--- src/rtl/cla_multiword_seq_pkg.sv ---
// Shared definitions for the word-serial CLA sequencer: word width, FSM
// state encoding and a constant clog2 helper for sizing the word index.
package cla_multiword_seq_pkg;

    localparam int WORD_W = 16;

    typedef enum logic [1:0] {
        IDLE = 2'd0,
        RUN  = 2'd1,
        DONE = 2'd2
    } seq_state_t;

    // Smallest r with 2**r >= value; callers guarantee value >= 2.
    function automatic int seq_clog2(input int value);
        int r;
        r = 0;
        for (int i = 0; i < 31; i++) begin
            if ((1 << i) < value) begin
                r = i + 1;
            end
        end
        return r;
    endfunction

endpackage

--- src/rtl/cla_multiword_seq_cla16.sv ---
// 16-bit carry-lookahead adder: 4-bit groups, second-level lookahead across groups.
// Purely combinational; no backpressure.
// Group propagate/generate outputs allow cascading into a wider lookahead tree.
module cla_multiword_seq_cla16 (
    input  logic [15:0] a,
    input  logic [15:0] b,
    input  logic        cin,
    output logic [15:0] s,
    output logic        cout,
    output logic        p,
    output logic        g
);

    logic [15:0] bit_g;
    logic [15:0] bit_p;
    logic [3:0]  grp_g;
    logic [3:0]  grp_p;
    logic [4:0]  c;
    logic        ripple;

    assign bit_g = a & b;
    assign bit_p = a ^ b;

    always_comb begin
        grp_g = '0;
        grp_p = '0;
        for (int k = 0; k < 4; k++) begin
            grp_p[k] = &bit_p[4*k +: 4];
            grp_g[k] = bit_g[4*k+3]
                     | (bit_p[4*k+3] & bit_g[4*k+2])
                     | ((&bit_p[4*k+2 +: 2]) & bit_g[4*k+1])
                     | ((&bit_p[4*k+1 +: 3]) & bit_g[4*k]);
        end
    end

    // Group carries computed directly from cin so no carry depends on another.
    assign c = {
        grp_g[3] | (grp_p[3] & grp_g[2]) | (grp_p[3] & grp_p[2] & grp_g[1])
            | (grp_p[3] & grp_p[2] & grp_p[1] & grp_g[0]) | ((&grp_p) & cin),
        grp_g[2] | (grp_p[2] & grp_g[1]) | (grp_p[2] & grp_p[1] & grp_g[0])
            | (grp_p[2] & grp_p[1] & grp_p[0] & cin),
        grp_g[1] | (grp_p[1] & grp_g[0]) | (grp_p[1] & grp_p[0] & cin),
        grp_g[0] | (grp_p[0] & cin),
        cin
    };

    always_comb begin
        s      = '0;
        ripple = 1'b0;
        for (int k = 0; k < 4; k++) begin
            ripple = c[k];
            for (int j = 0; j < 4; j++) begin
                s[4*k+j] = bit_p[4*k+j] ^ ripple;
                ripple   = bit_g[4*k+j] | (bit_p[4*k+j] & ripple);
            end
        end
    end

    assign cout = c[4];
    assign p    = &grp_p;
    assign g    = grp_g[3] | (grp_p[3] & grp_g[2]) | (grp_p[3] & grp_p[2] & grp_g[1])
                | (grp_p[3] & grp_p[2] & grp_p[1] & grp_g[0]);

endmodule

--- src/rtl/cla_multiword_seq.sv ---
// Word-serial add/sub of 16*WORDS-bit operands through one 16-bit CLA, LSW first.
// Latency: accept edge T -> done pulse in the cycle after edge T+WORDS; back-to-back every WORDS+1 cycles.
// Backpressure: ready low while RUN, start ignored then. Optional zero output under CLA_MULTIWORD_ZERO_FLAG_EN.
module cla_multiword_seq
    import cla_multiword_seq_pkg::*;
#(
    parameter int WORDS = 4
) (
    input  logic                    clk,
    input  logic                    rst,
    input  logic                    start,
    input  logic                    sub,
    input  logic                    cin,
    input  logic [WORD_W*WORDS-1:0] a,
    input  logic [WORD_W*WORDS-1:0] b,
    output logic                    ready,
    output logic                    done,
    output logic [WORD_W*WORDS-1:0] sum,
    output logic                    cout,
    output logic                    ovf
`ifdef CLA_MULTIWORD_ZERO_FLAG_EN
    ,
    output logic                    zero
`endif
);

    localparam int W     = WORD_W * WORDS;
    localparam int IDX_W = seq_clog2(WORDS);
    localparam logic [IDX_W-1:0] LAST_IDX = IDX_W'(WORDS - 1);

    seq_state_t         state;
    logic [W-1:0]       a_q;
    logic [W-1:0]       b_q;
    logic               carry_q;
    logic [IDX_W-1:0]   idx;

    logic [WORD_W-1:0]  a_word;
    logic [WORD_W-1:0]  b_word;
    logic [WORD_W-1:0]  cla_s;
    logic               cla_cout;
    logic               cla_p_unused;
    logic               cla_g_unused;
    logic               ovf_next;

    assign a_word = a_q[WORD_W*int'(idx) +: WORD_W];
    assign b_word = b_q[WORD_W*int'(idx) +: WORD_W];

    // Carry into the MSB is a^b^s at that bit; overflow when it differs from carry out.
    assign ovf_next = a_word[WORD_W-1] ^ b_word[WORD_W-1] ^ cla_s[WORD_W-1] ^ cla_cout;

    cla_multiword_seq_cla16 u_cla (
        .a    (a_word),
        .b    (b_word),
        .cin  (carry_q),
        .s    (cla_s),
        .cout (cla_cout),
        .p    (cla_p_unused),
        .g    (cla_g_unused)
    );

`ifdef CLA_MULTIWORD_ZERO_FLAG_EN
    logic zero_acc;
    logic word_zero;

    assign word_zero = (cla_s == '0);

    always_ff @(posedge clk) begin
        if (rst) begin
            zero_acc <= 1'b0;
            zero     <= 1'b0;
        end else begin
            case (state)
                IDLE, DONE: begin
                    if (start) begin
                        zero_acc <= 1'b1;
                    end
                end
                RUN: begin
                    zero_acc <= zero_acc & word_zero;
                    if (idx == LAST_IDX) begin
                        zero <= zero_acc & word_zero;
                    end
                end
                default: zero_acc <= 1'b0;
            endcase
        end
    end
`endif

    always_ff @(posedge clk) begin
        if (rst) begin
            state   <= IDLE;
            ready   <= 1'b1;
            done    <= 1'b0;
            sum     <= '0;
            cout    <= 1'b0;
            ovf     <= 1'b0;
            idx     <= '0;
            carry_q <= 1'b0;
            a_q     <= '0;
            b_q     <= '0;
        end else begin
            case (state)
                IDLE, DONE: begin
                    done <= 1'b0;
                    if (start) begin
                        a_q     <= a;
                        b_q     <= sub ? ~b : b;
                        carry_q <= sub | cin;
                        idx     <= '0;
                        sum     <= '0;
                        ready   <= 1'b0;
                        state   <= RUN;
                    end else begin
                        ready   <= 1'b1;
                        state   <= IDLE;
                    end
                end
                RUN: begin
                    sum[WORD_W*int'(idx) +: WORD_W] <= cla_s;
                    carry_q <= cla_cout;
                    if (idx == LAST_IDX) begin
                        cout  <= cla_cout;
                        ovf   <= ovf_next;
                        idx   <= '0;
                        done  <= 1'b1;
                        ready <= 1'b1;
                        state <= DONE;
                    end else begin
                        idx   <= idx + 1'b1;
                    end
                end
                default: begin
                    state <= IDLE;
                    ready <= 1'b1;
                    done  <= 1'b0;
                end
            endcase
        end
    end

endmodule

--- config.mk ---
export PLATFORM = sky130hd
export DESIGN_NAME = cla_multiword_seq
export DESIGN_NICKNAME = d
export VERILOG_FILES = /design/src/rtl/cla_multiword_seq_pkg.sv /design/src/rtl/cla_multiword_seq_cla16.sv /design/src/rtl/cla_multiword_seq.sv
export SDC_FILE = /design/constraint.sdc
export NUM_CORES = 1
export LEC_CHECK = 0
export BUFFER_PORTS_ARGS = -buffer_cell sky130_fd_sc_hd__buf_2
export CORE_MARGIN = 1
export CORE_UTILIZATION = 40
export CTS_BUF_LIST = sky130_fd_sc_hd__clkbuf_2
export DETAILED_ROUTE_END_ITERATION = 12
export GPL_ROUTABILITY_DRIVEN = 1
export HOLD_SLACK_MARGIN = 0.15
export PLACE_DENSITY = 0.66
export SYNTH_ARGS = -nofsm -noshare
export SYNTH_HDL_FRONTEND = slang
export SYNTH_SLANG_ARGS = --single-unit
--- constraint.sdc ---
create_clock -name clk -period 4.73 [get_ports clk]
set_input_delay 0.2365 -clock clk [delete_from_list [all_inputs] [get_ports clk]]
set_output_delay 0.2365 -clock clk [all_outputs]
set_load 0.1 [all_outputs]
==> results.toml, run 1 <==
[layout]
layout_common_cells = "253 x dlygate4sd3_1, 199 x dfxtp_1, 198 x buf_2, 136 x nor2_1, 136 x nand2_1"
drive_above_1_share_pct = 22.9
layout.nets = 1570
mostFrequentLayoutCell = "dlygate4sd3_1"
syn_to_final_growth_pct = 46.3

[route]
drt-total-wl_mm = 30.9
via_per_inst = 5.28
drc_errors = 0
wl_per_cell_um = 18.1
via_count = 9006
drt_iter0_markers = 554
first_pass_iters = 7
ant_nets = 0

[yosys]
syn-cell-area_sq_um = 8920
ys_seq_elements = 201
yosysSeqAreaShare_pct = 45.1
syn_nets = 1126
yosys_warnings = 0
syn_area_per_cell_sq_um = 9.28
synthCells = 961
synth_area_leaders = "dfxtp_1 45%, mux4_2 8.1%, xnor2_1 6.7%, nand2_1 5.7%, nor2_1 5.7%"
synth.largest_area_cell = "dfxtp_1"
ys_types = 36
synth_top_cell_area_share_pct = 45.1

[timing]
clock.fmax_ghz = 0.230
relSlewSlack_pct = 19.2
setup_viol = 0
period_minus_slack_ns = 4.35
hold_viol_final = 0
fin_ws_ns = 0.376
rsz0062_at_grt = "false"
slew_viol_final = 0
finalSetupTns_ns = 0
finClkSkew_ns = 0.0739
fin_crit_sh_pct = 92.0
tightest_slew_ns = 1.21

[power]
vdd_drop_max_mv = 0.143
powerDensity_nw_per_um2 = 298
totalPowerFinal_mw = 3.89
p_leak_nw = 5.45

[placement]
gp_congestion = 0.867
dp_hpwl_mm = 17.9
port_buffers = 200
pre_cts_slack_ns = 0.230

[die]
ioPinCount = 201
die_h_um = 151
start_util_pct = 40.9
die_w_um = 151
dieArea_sq_um = 22900
design.core.area_sq_um = 21800
fp-row-count = 54

[clocking]
clock_path_buffers = 3
cts.reportedPaths.clkPinSlew_ns = 0.11
h-tree-depth = 2
post-cts-setup-buffers = 0
clkSinkCount = 201
cts_tree = "built"
numCtsBuffers = 50
clock_latency_ns = 0.83
cts_root_buf = "clkbuf_2"

[run_status]
status = "complete, no violations"

[global_routing]
grt_pass1_wl_mm = 48.2
grt_overflow = 0
grt_start_max_net_pins = 86
antenna_found_initial = 1
grt_pass1_vias = 9265
grt_usage_pct = 27.6

[worst_setup_path]
cp-end-kind = "flop"
worstPathRequired_ns = 5.43
r2r_slack_ns = 0.38
cp-start-kind = "flop"
worstPathMaxFanout = 20
worstPathArrival_ns = 5.05
reg2regPathDepth = 12
worstSetupPathType = "flop to flop"

[min_path]
hold_depth = 3
hp-class = "input port to flop"

[job]
max_cap_violations = 0
-- layout make-up --
class                           instances  area, sq um
Fill cell                            1753         8770
Multi-Input combinational cell        646         4460
Sequential cell                       201         4030
Timing Repair Buffer                  468         3650
Tap cell                              280          350
Clock buffer                           66          330
Inverter                               38          143
Clock inverter                          7         83.8
Antenna cell                            1         2.50
-- worst max-delay path, cell delays in order (launching register included) --
cell and delay (ns):
dfxtp_4 0.55, buf_4 0.24, mux4_2 0.52, ha_1 0.38, and3_1 0.20, nand2_1 0.06
o21bai_1 0.17, a21oi_1 0.12, fa_1 0.40, fa_1 0.40, fa_1 0.42, or4_1 0.54
a311oi_1 0.25
-- report_power, final --
part	internal, mW	switching [mW]
combinational	0.399	0.479
clock	0.476	0.675
sequential	1.79	0.0758
-- path summary, 6_finish.rpt --
kind	startpoint	endpoint
worst min-delay path	sub	b_q[34]$_SDFFE_PP0P_
worst max-delay path	idx[0]$_SDFFE_PP0P_	ovf$_SDFFE_PP0P_
worst min register to register	sum[54]$_SDFFE_PP0P_	sum[54]$_SDFFE_PP0P_
worst max register to register	idx[0]$_SDFFE_PP0P_	ovf$_SDFFE_PP0P_
-- flip-flops by register name, indices dropped and copies added, names as in the netlist --
| name | flops |
|---|---|
| a_q | 64 |
| b_q | 64 |
| sum | 64 |
| idx | 2 |
| state | 2 |
| carry_q | 1 |
| cout | 1 |
| done | 1 |
| ovf | 1 |
| ready | 1 |
-- logic make-up after synthesis --
logic type	count (synthesis)	share of synthesized area (%)
compound gates	218	16.2
buf+inv	114	4.98
flops	201	45.1
simple gates	296	13.5
xor+xnor	68	6.68
fa+ha+maj	32	5.50
mux	32	8.08
-- cell usage after synthesis (all sizes together) --
cell type  count
buf           24
nand2        136
a21oi         76
a211oi        65
and4           3
o21ai          4
nand3          3
ha            20
nor2         136
fa            12
mux4          32
or4            1
o31ai          2
o22ai          1
dfxtp        201
xnor2         68
inv           38
a22oi         64
and2           2
nor3           4
nor2b          5
nor4           1
nand4          1
a31oi          1
a22o           2
and3           1
nor4b          1
o21bai         1
o2111a         1
a311oi         1
nand2b         2
clkbuf        52
-- timing repair --
action,4_1_cts,5_1_grt
hold buffers,253,0
setup endpoints to repair,0,1
hold endpoints to repair,176,0
resized for setup,0,1
-- layer usage --
layer | wire length, um | up-vias | global-route usage (%)
met3 | 2360 | 142 | 5.75
met4 | 1790 | 0 | 18.0
met1 | 12100 | 4180 | 32.1
met2 | 14700 | 459 | 45.8
li1 | - | 4225 | -
met5 | 0 | - | 0
-- metrics by stage --
| step | hold WS [ns] | instance area (sq um) | utilization [%] | instances |
|---|---|---|---|---|
| 2_1_floorplan | 0.372 | 8920 | - | 961 |
| 3_3_place_gp | 0.435 | 10100 | 46.3 | 1380 |
| 3_5_place_dp | 0.448 | 10100 | 46.3 | 1380 |
| 4_1_cts | 0.178 | 13100 | 59.8 | 1706 |
| 5_1_grt | 0.225 | 13100 | 59.8 | 1707 |
| 6_report | 0.254 | 13100 | 59.8 | 1707 |
No activity file was read; power rests on OpenSTA's default activity.
==> run 2: changes to the inputs <==
Settings changed: BUFFER_PORTS_ARGS -buffer_cell sky130_fd_sc_hd__buf_2 to default, DONT_BUFFER_PORTS from default to 1, PLACE_DENSITY 0.66 to 0.58.
==> run 2 against run 1 <==
  * The run now fails in 4_1_cts
  * Synthesized cell count did not move
  * Area after synthesis did not move
==> results.toml, run 2 <==
[clocking]
post-cts-setup-buffers = 0
clkSinkCount = 201
clock_path_buffers = 3
h-tree-depth = 2
cts_root_buf = "clkbuf_2"
cts_resized = 0
numCtsBuffers = 52
cts_hold_buf = 253

[yosys]
synthFlopType = "dfxtp_1"
synth-xor-area-share_pct = 6.68
synth-edff-count = 0
synth.area.mux_share_pct = 8.08
synth.largest_area_cell = "dfxtp_1"
syn-cell-area_sq_um = 8920
syn_nets = 1126
synthCells = 961
synth_top_cell_area_share_pct = 45.1
synth_area_leaders = "dfxtp_1 45%, mux4_2 8.1%, xnor2_1 6.7%, nand2_1 5.7%, nor2_1 5.7%"
ys_types = 36
async_reset_ff_share_pct = 0
syn_area_per_cell_sq_um = 9.28
synthSimpleGateAreaFrac_pct = 13.5
yosysSeqAreaShare_pct = 45.1
yosys.area_share.adder_pct = 5.50
synth_compound_area_share_pct = 16.2
yosysMostFrequentCell = "dfxtp_1"
ys_seq_elements = 201
synth_top_family_by_area = "compound AO/OA/AOI/OAI gates"
yosys_warnings = 0
synth_commonest_cells = "201 x dfxtp_1, 136 x nand2_1, 136 x nor2_1"

[run_status]
haltStage = "4_1_cts"
toolErrorMsg = "[ERROR RSZ-0060] Max buffer count reached."
status = "aborted with a tool error"

[die]
start_util_pct = 40.9
fp-row-count = 54
die_h_um = 151
ioPinCount = 201
die_w_um = 151

[placement]
port_buffers = 0
gp_congestion = 0.809
dp_hpwl_mm = 16.4
run 2: cell counts after synthesis:
Identical to the previous run, type by type.
run 2: kinds of logic after synthesis:
kind of cell | after synthesis
simple gates | 296
xor+xnor | 68
flops | 201
fa+ha+maj | 32
compound gates | 218
buf+inv | 114
mux | 32
run 2: per-stage QoR:
stage	hold slack [ns]	std cells	util, %	cell area [sq um]	worst slack, ns
after detailed placement	0.325	1179	41.7	9100	0.181
after floorplan	0.372	961	-	8920	0.404
after global placement	0.321	1179	41.7	9100	0.286
==> run 3: changes to the inputs <==
Settings changed: CORE_UTILIZATION 40 to 25, CTS_BUF_LIST sky130_fd_sc_hd__clkbuf_2 to default, HOLD_SLACK_MARGIN 0.15 to default, PLACE_DENSITY 0.58 to default, PLACE_DENSITY_LB_ADDON from default to 0.15.
==> run 3 against run 2 <==
  * The flow now finishes without violations
==> results.toml, run 3 (same netlist as run 1, synthesis figures left out) <==
[run_status]
status = "complete, no violations"

[die]
ioPinCount = 201
die_h_um = 191
dieArea_sq_um = 36400
start_util_pct = 25.6
design.core.area_sq_um = 34800
die_w_um = 191
fp-row-count = 68

[worst_setup_path]
r2r_slack_ns = 0.39
worstPathArrival_ns = 4.76
cp-end-kind = "flop"
r2r-end = "ovf$_SDFFE_PP0P_"
worstPathMaxFanout = 16
path_depth = 12
worstSetupPathType = "flop to flop"
crit_chain = "buf_4, mux4_2, ha_1, and3_1, nand2_1, o21bai_1, a21oi_1, fa_1, fa_1, fa_1, or4_1, a311oi_1"
r2r-start = "idx[0]$_SDFFE_PP0P_"
cp-start-kind = "flop"
reg2regPathDepth = 12
crit_family = "adder cells"
crit_slowest_cell = "mux4_2"
path_common_cell = "fa_1"
slowest_delay_ns = 0.56
worstPathRequired_ns = 5.16
critPathBufInv = 1

[power]
p_int_mw = 3.23
seqPwrFrac_pct = 42.8
clkPwrFrac_pct = 40.8
netSwitchingPower_mw = 1.24
combPwrFrac_pct = 16.4
p_leak_nw = 4.28
vdd_drop_max_mv = 0.286
powerDensity_nw_per_um2 = 375
swShare_pct = 27.8

[placement]
gp_congestion = 0.799
pre_cts_slack_ns = 0.381
place_area_sq_um = 9340
dp_hpwl_mm = 20.1
dp.cells = 1354
port_buffers = 0

[layout]
mostFrequentLayoutCell = "dfxtp_1"
reg.largest.list = "a_q x64, b_q x64, sum x64"
syn_to_final_growth_pct = 33.8
layout_common_cells = "199 x dfxtp_1, 179 x dlygate4sd3_1, 136 x nor2_1, 136 x nand2_1, 74 x a21oi_1"
postLayoutCellArea_sq_um = 11900
final_cells = 1577
nFillCells = 3589
drive_above_1_share_pct = 8.56
layout.nets = 1270

[min_path]
hold_depth = 2
hold_path_startpoint = "b[56]"
hp-class = "input port to flop"
min_to = "b_q[56]$_SDFFE_PP0P_"

[clocking]
clock_path_buffers = 3
clkSinkCount = 201
numCtsBuffers = 24
cts_root_buf = "clkbuf_16"
cts_tree = "built"
cts.reportedPaths.clkPinSlew_ns = 0.06
clock_latency_ns = 0.52
h-tree-depth = 1
post-cts-setup-buffers = 0

[timing]
fin_crit_sh_pct = 91.7
finalSetupTns_ns = 0
slew_viol_final = 0
finClkSkew_ns = 0.0176
rsz0062_at_grt = "false"
relSlewSlack_pct = 29.5
tightest_slew_ns = 1.06
setup_viol = 0
period_minus_slack_ns = 4.34
hold-worst-slack_ns = 0.0173
clock.fmax_ghz = 0.231
hold_viol_final = 0
fin_ws_ns = 0.395

[job]
max_cap_violations = 0

[route]
drt-total-wl_mm = 28.9
ant_nets = 0
wl_per_cell_um = 18.3
drt_iter0_markers = 383
via_count = 7281
via_per_inst = 4.62
first_pass_iters = 4
drc_errors = 0

[global_routing]
grt_start_max_net_pins = 201
grt_pass1_vias = 7087
grt_pass1_wl_mm = 43.5
grt_overflow = 0
antenna_found_initial = 1
grt_usage_pct = 15.6
run 3: worst max-delay path by stage:
stage / start / to / slack, ns
after floorplan: idx[0]$_SDFFE_PP0P_ / ovf$_SDFFE_PP0P_ / 0.40
after global placement: idx[0]$_SDFFE_PP0P_ / ovf$_SDFFE_PP0P_ / 0.47
after detailed placement: idx[0]$_SDFFE_PP0P_ / ovf$_SDFFE_PP0P_ / 0.38
after CTS: idx[0]$_SDFFE_PP0P_ / ovf$_SDFFE_PP0P_ / 0.35
after global routing: idx[0]$_SDFFE_PP0P_ / ovf$_SDFFE_PP0P_ / 0.08
final: idx[0]$_SDFFE_PP0P_ / ovf$_SDFFE_PP0P_ / 0.39
run 3: per-stage QoR:
stage	utilization [%]	total power, mW
finish	34.3	4.47
global route	34.3	4.69
CTS	34.3	4.55
detailed placement	26.8	2.51
global placement	26.8	2.51
floorplan	-	2.34
run 3: layout make-up:
class | instances | area (sq um) | share of cell area (%)
Antenna cell | 1 | 2.50 | 0.0210
Clock buffer | 35 | 713 | 5.97
Clock inverter | 7 | 65.1 | 0.545
Inverter | 38 | 143 | 1.19
Multi-Input combinational cell | 646 | 4470 | 37.5
Sequential cell | 201 | 4030 | 33.7
Tap cell | 455 | 569 | 4.77
Timing Repair Buffer | 194 | 1950 | 16.3
run 3: worst register-to-register path, stage by stage (launching register included):
cell      delay [ns]
dfxtp_2         0.40
buf_4           0.35
mux4_2          0.57
ha_1            0.38
and3_1          0.20
nand2_1         0.06
o21bai_1        0.17
a21oi_1         0.12
fa_1            0.39
fa_1            0.40
fa_1            0.43
or4_1           0.53
a311oi_1        0.24
run 3: power groups by stage:
stage	Clock (mW)	Sequential, mW	Combinational [mW]
2_1_floorplan	0	1.92	0.426
3_3_place_gp	0	1.95	0.554
3_5_place_dp	0	1.95	0.560
4_1_cts	1.89	1.91	0.747
5_1_grt	1.95	1.92	0.815
6_report	1.82	1.91	0.734
run 3: timing repair:
action,CTS,global route
resized for setup,0,0
hold buffers,180,0
hold endpoints to repair,201,0
run 3: routing by layer:
metal | track usage, % | vias to the layer above | wire length [um]
li1 | - | 3604 | -
met1 | 20.8 | 3454 | 13000
met2 | 25.5 | 187 | 13600
met3 | 3.19 | 36 | 1790
met4 | 3.63 | 0 | 496
met5 | 0 | - | 0
==> run 4: changes to the inputs <==
Settings changed: CORE_UTILIZATION 25 to 63, PLACE_DENSITY_LB_ADDON 0.15 to 0.25.
==> run 4 against run 3 <==
  * Critical endpoint unchanged
  * Power decreased by 6.9%
  * Die area decreased by 60%
  * Largest power group unchanged
  * Sequential power about the same
  * Non-clock buffer count decreased by 23
  * Worst hold slack got worse by 0.015 ns
  * Global-route usage increased by 19 points
  * Via count increased by 5.1%
  * Count of clock-buffer cells in the layout decreased by 6
==> results.toml, run 4 (same netlist as run 1, synthesis figures left out) <==
[global_routing]
grt_start_max_net_pins = 201
grt_pass1_wl_mm = 39.2
grt_pass1_vias = 7694
grt_usage_pct = 34.3
antenna_found_initial = 2
grt_overflow = 0

[placement]
gp_congestion = 0.885
port_buffers = 0
dp_hpwl_mm = 14.2

[worst_setup_path]
r2r-end = "ovf$_SDFFE_PP0P_"
crit_slowest_cell = "or4_1"
worstSetupPathType = "flop to flop"
cp-start-kind = "flop"
slowest_delay_ns = 0.54
worstPathRequired_ns = 5.12
cp-end-kind = "flop"
r2r_slack_ns = 0.30
crit_chain = "buf_4, mux4_2, ha_1, and3_1, nand2_1, o21bai_1, a21oi_1, fa_1, fa_1, fa_1, or4_1, a311oi_1"
reg2regPathDepth = 12
worstPathArrival_ns = 4.82
r2r-start = "idx[0]$_SDFFE_PP0P_"
path_common_cell = "fa_1"
worstPathMaxFanout = 16

[layout]
layout_common_cells = "199 x dfxtp_1, 158 x dlygate4sd3_1, 136 x nor2_1, 136 x nand2_1, 76 x a21oi_1"
syn_to_final_growth_pct = 25.5
layout.nets = 1244
mostFrequentLayoutCell = "dfxtp_1"
drive_above_1_share_pct = 7.62
reg.largest.list = "a_q x64, b_q x64, sum x64"

[die]
die_w_um = 121
die_h_um = 121
fp-row-count = 43
dieArea_sq_um = 14600
ioPinCount = 201
start_util_pct = 64.5
design.core.area_sq_um = 13800

[clocking]
cts.reportedPaths.clkPinSlew_ns = 0.07
cts_tree = "built"
clock_path_buffers = 3
post-cts-setup-buffers = 0
numCtsBuffers = 21
clock_latency_ns = 0.48
h-tree-depth = 1
cts_root_buf = "clkbuf_16"
clkSinkCount = 201

[power]
powerDensity_nw_per_um2 = 372
p_leak_nw = 4.11
vdd_drop_max_mv = 0.266

[timing]
setup_viol = 0
slew_viol_final = 0
relSlewSlack_pct = 25.2
hold_viol_final = 0
fin_crit_sh_pct = 93.7
finClkSkew_ns = 0.0100
period_minus_slack_ns = 4.43
clock.fmax_ghz = 0.226
finalSetupTns_ns = 0
rsz0062_at_grt = "false"
hold-worst-slack_ns = 0.00261
tightest_slew_ns = 1.12

[run_status]
status = "complete, no violations"

[route]
wl_per_cell_um = 19.7
drt_iter0_markers = 802
drc_errors = 0
via_per_inst = 6.02
drt-total-wl_mm = 25.1
ant_nets = 0
via_count = 7652
first_pass_iters = 5

[min_path]
hold_path_startpoint = "b[23]"
min_to = "b_q[23]$_SDFFE_PP0P_"
hold_depth = 2
hp-class = "input port to flop"

[job]
max_cap_violations = 0
==> run 4: cell types whose count changed in the layout (fill, tap and decap cells not counted), sizes merged <==
cell,change
diode,+1
dlygate4sd3,-21
clkinvlp,-2
clkbuf,-6
buf,-2
clkinv,-1
==> run 4: how the worst max path moves through the flow <==
stage / end / start / slack [ns] / cells after the start
global placement: ovf$_SDFFE_PP0P_ / idx[0]$_SDFFE_PP0P_ / 0.26 / 12
detailed placement: ovf$_SDFFE_PP0P_ / idx[0]$_SDFFE_PP0P_ / 0.13 / 12
finish: ovf$_SDFFE_PP0P_ / idx[0]$_SDFFE_PP0P_ / 0.30 / 12
global route: ovf$_SDFFE_PP0P_ / idx[0]$_SDFFE_PP0P_ / 0.09 / 12
floorplan: ovf$_SDFFE_PP0P_ / idx[0]$_SDFFE_PP0P_ / 0.40 / 14
CTS: ovf$_SDFFE_PP0P_ / idx[0]$_SDFFE_PP0P_ / 0.10 / 12
==> run 4: worst max-delay path: cells and delay by family, from the launching register on <==
kind                       cells  cell delay (ns)
buffers and inverters          1             0.32
and+or+nand+nor                3             0.80
adders and majority gates      4             1.60
DFF                            1             0.53
muxes                          1             0.53
AOI/OAI and AO/OA              3             0.54
==> run 4: through the flow <==
stage / power, mW / utilization, % / cell area (sq um) / setup WS (ns) / cells
5_1_grt: 4.31 / 81.0 / 11200 / 0.0872 / 1271
2_1_floorplan: 2.34 / - / 8920 / 0.404 / 961
4_1_cts: 4.13 / 80.9 / 11200 / 0.100 / 1269
3_5_place_dp: 2.45 / 64.7 / 8950 / 0.130 / 1077
6_report: 4.16 / 81.0 / 11200 / 0.296 / 1271
3_3_place_gp: 2.43 / 64.7 / 8950 / 0.261 / 1077
==> run 4: cell type report <==
class,count,area [sq um]
multi-input combinational,646,4460
sequential,201,4030
fill,782,2630
timing repair buffer,171,1700
clock buffer,29,586
tap,180,225
inverter,38,143
clock inverter,4,45.0
antenna,2,5.00
==> run 4: per-layer routing <==
metal / track usage (%) / vias up / part of all wire [%]
met5: 0 / - / 0
met4: 18.6 / 0 / 5.0
met3: 7.19 / 101 / 7.9
met2: 58.0 / 394 / 49
met1: 40.8 / 3605 / 38
li1: - / 3552 / -
==> run 4: where the power goes <==
| group | internal [mW] | total (mW) | switching [mW] | leakage, nW |
|---|---|---|---|---|
| clock | 0.910 | 1.55 | 0.640 | 0.312 |
| sequential | 1.79 | 1.91 | 0.127 | 1.65 |
| combinational | 0.324 | 0.696 | 0.372 | 2.15 |
| total | 3.02 | 4.16 | 1.14 | 4.11 |
==> run 4: repair_timing <==
action,CTS,global route
hold endpoints to repair,201,0
resized for setup,0,1
endpoints found under the setup margin,0,1
hold buffers,159,0
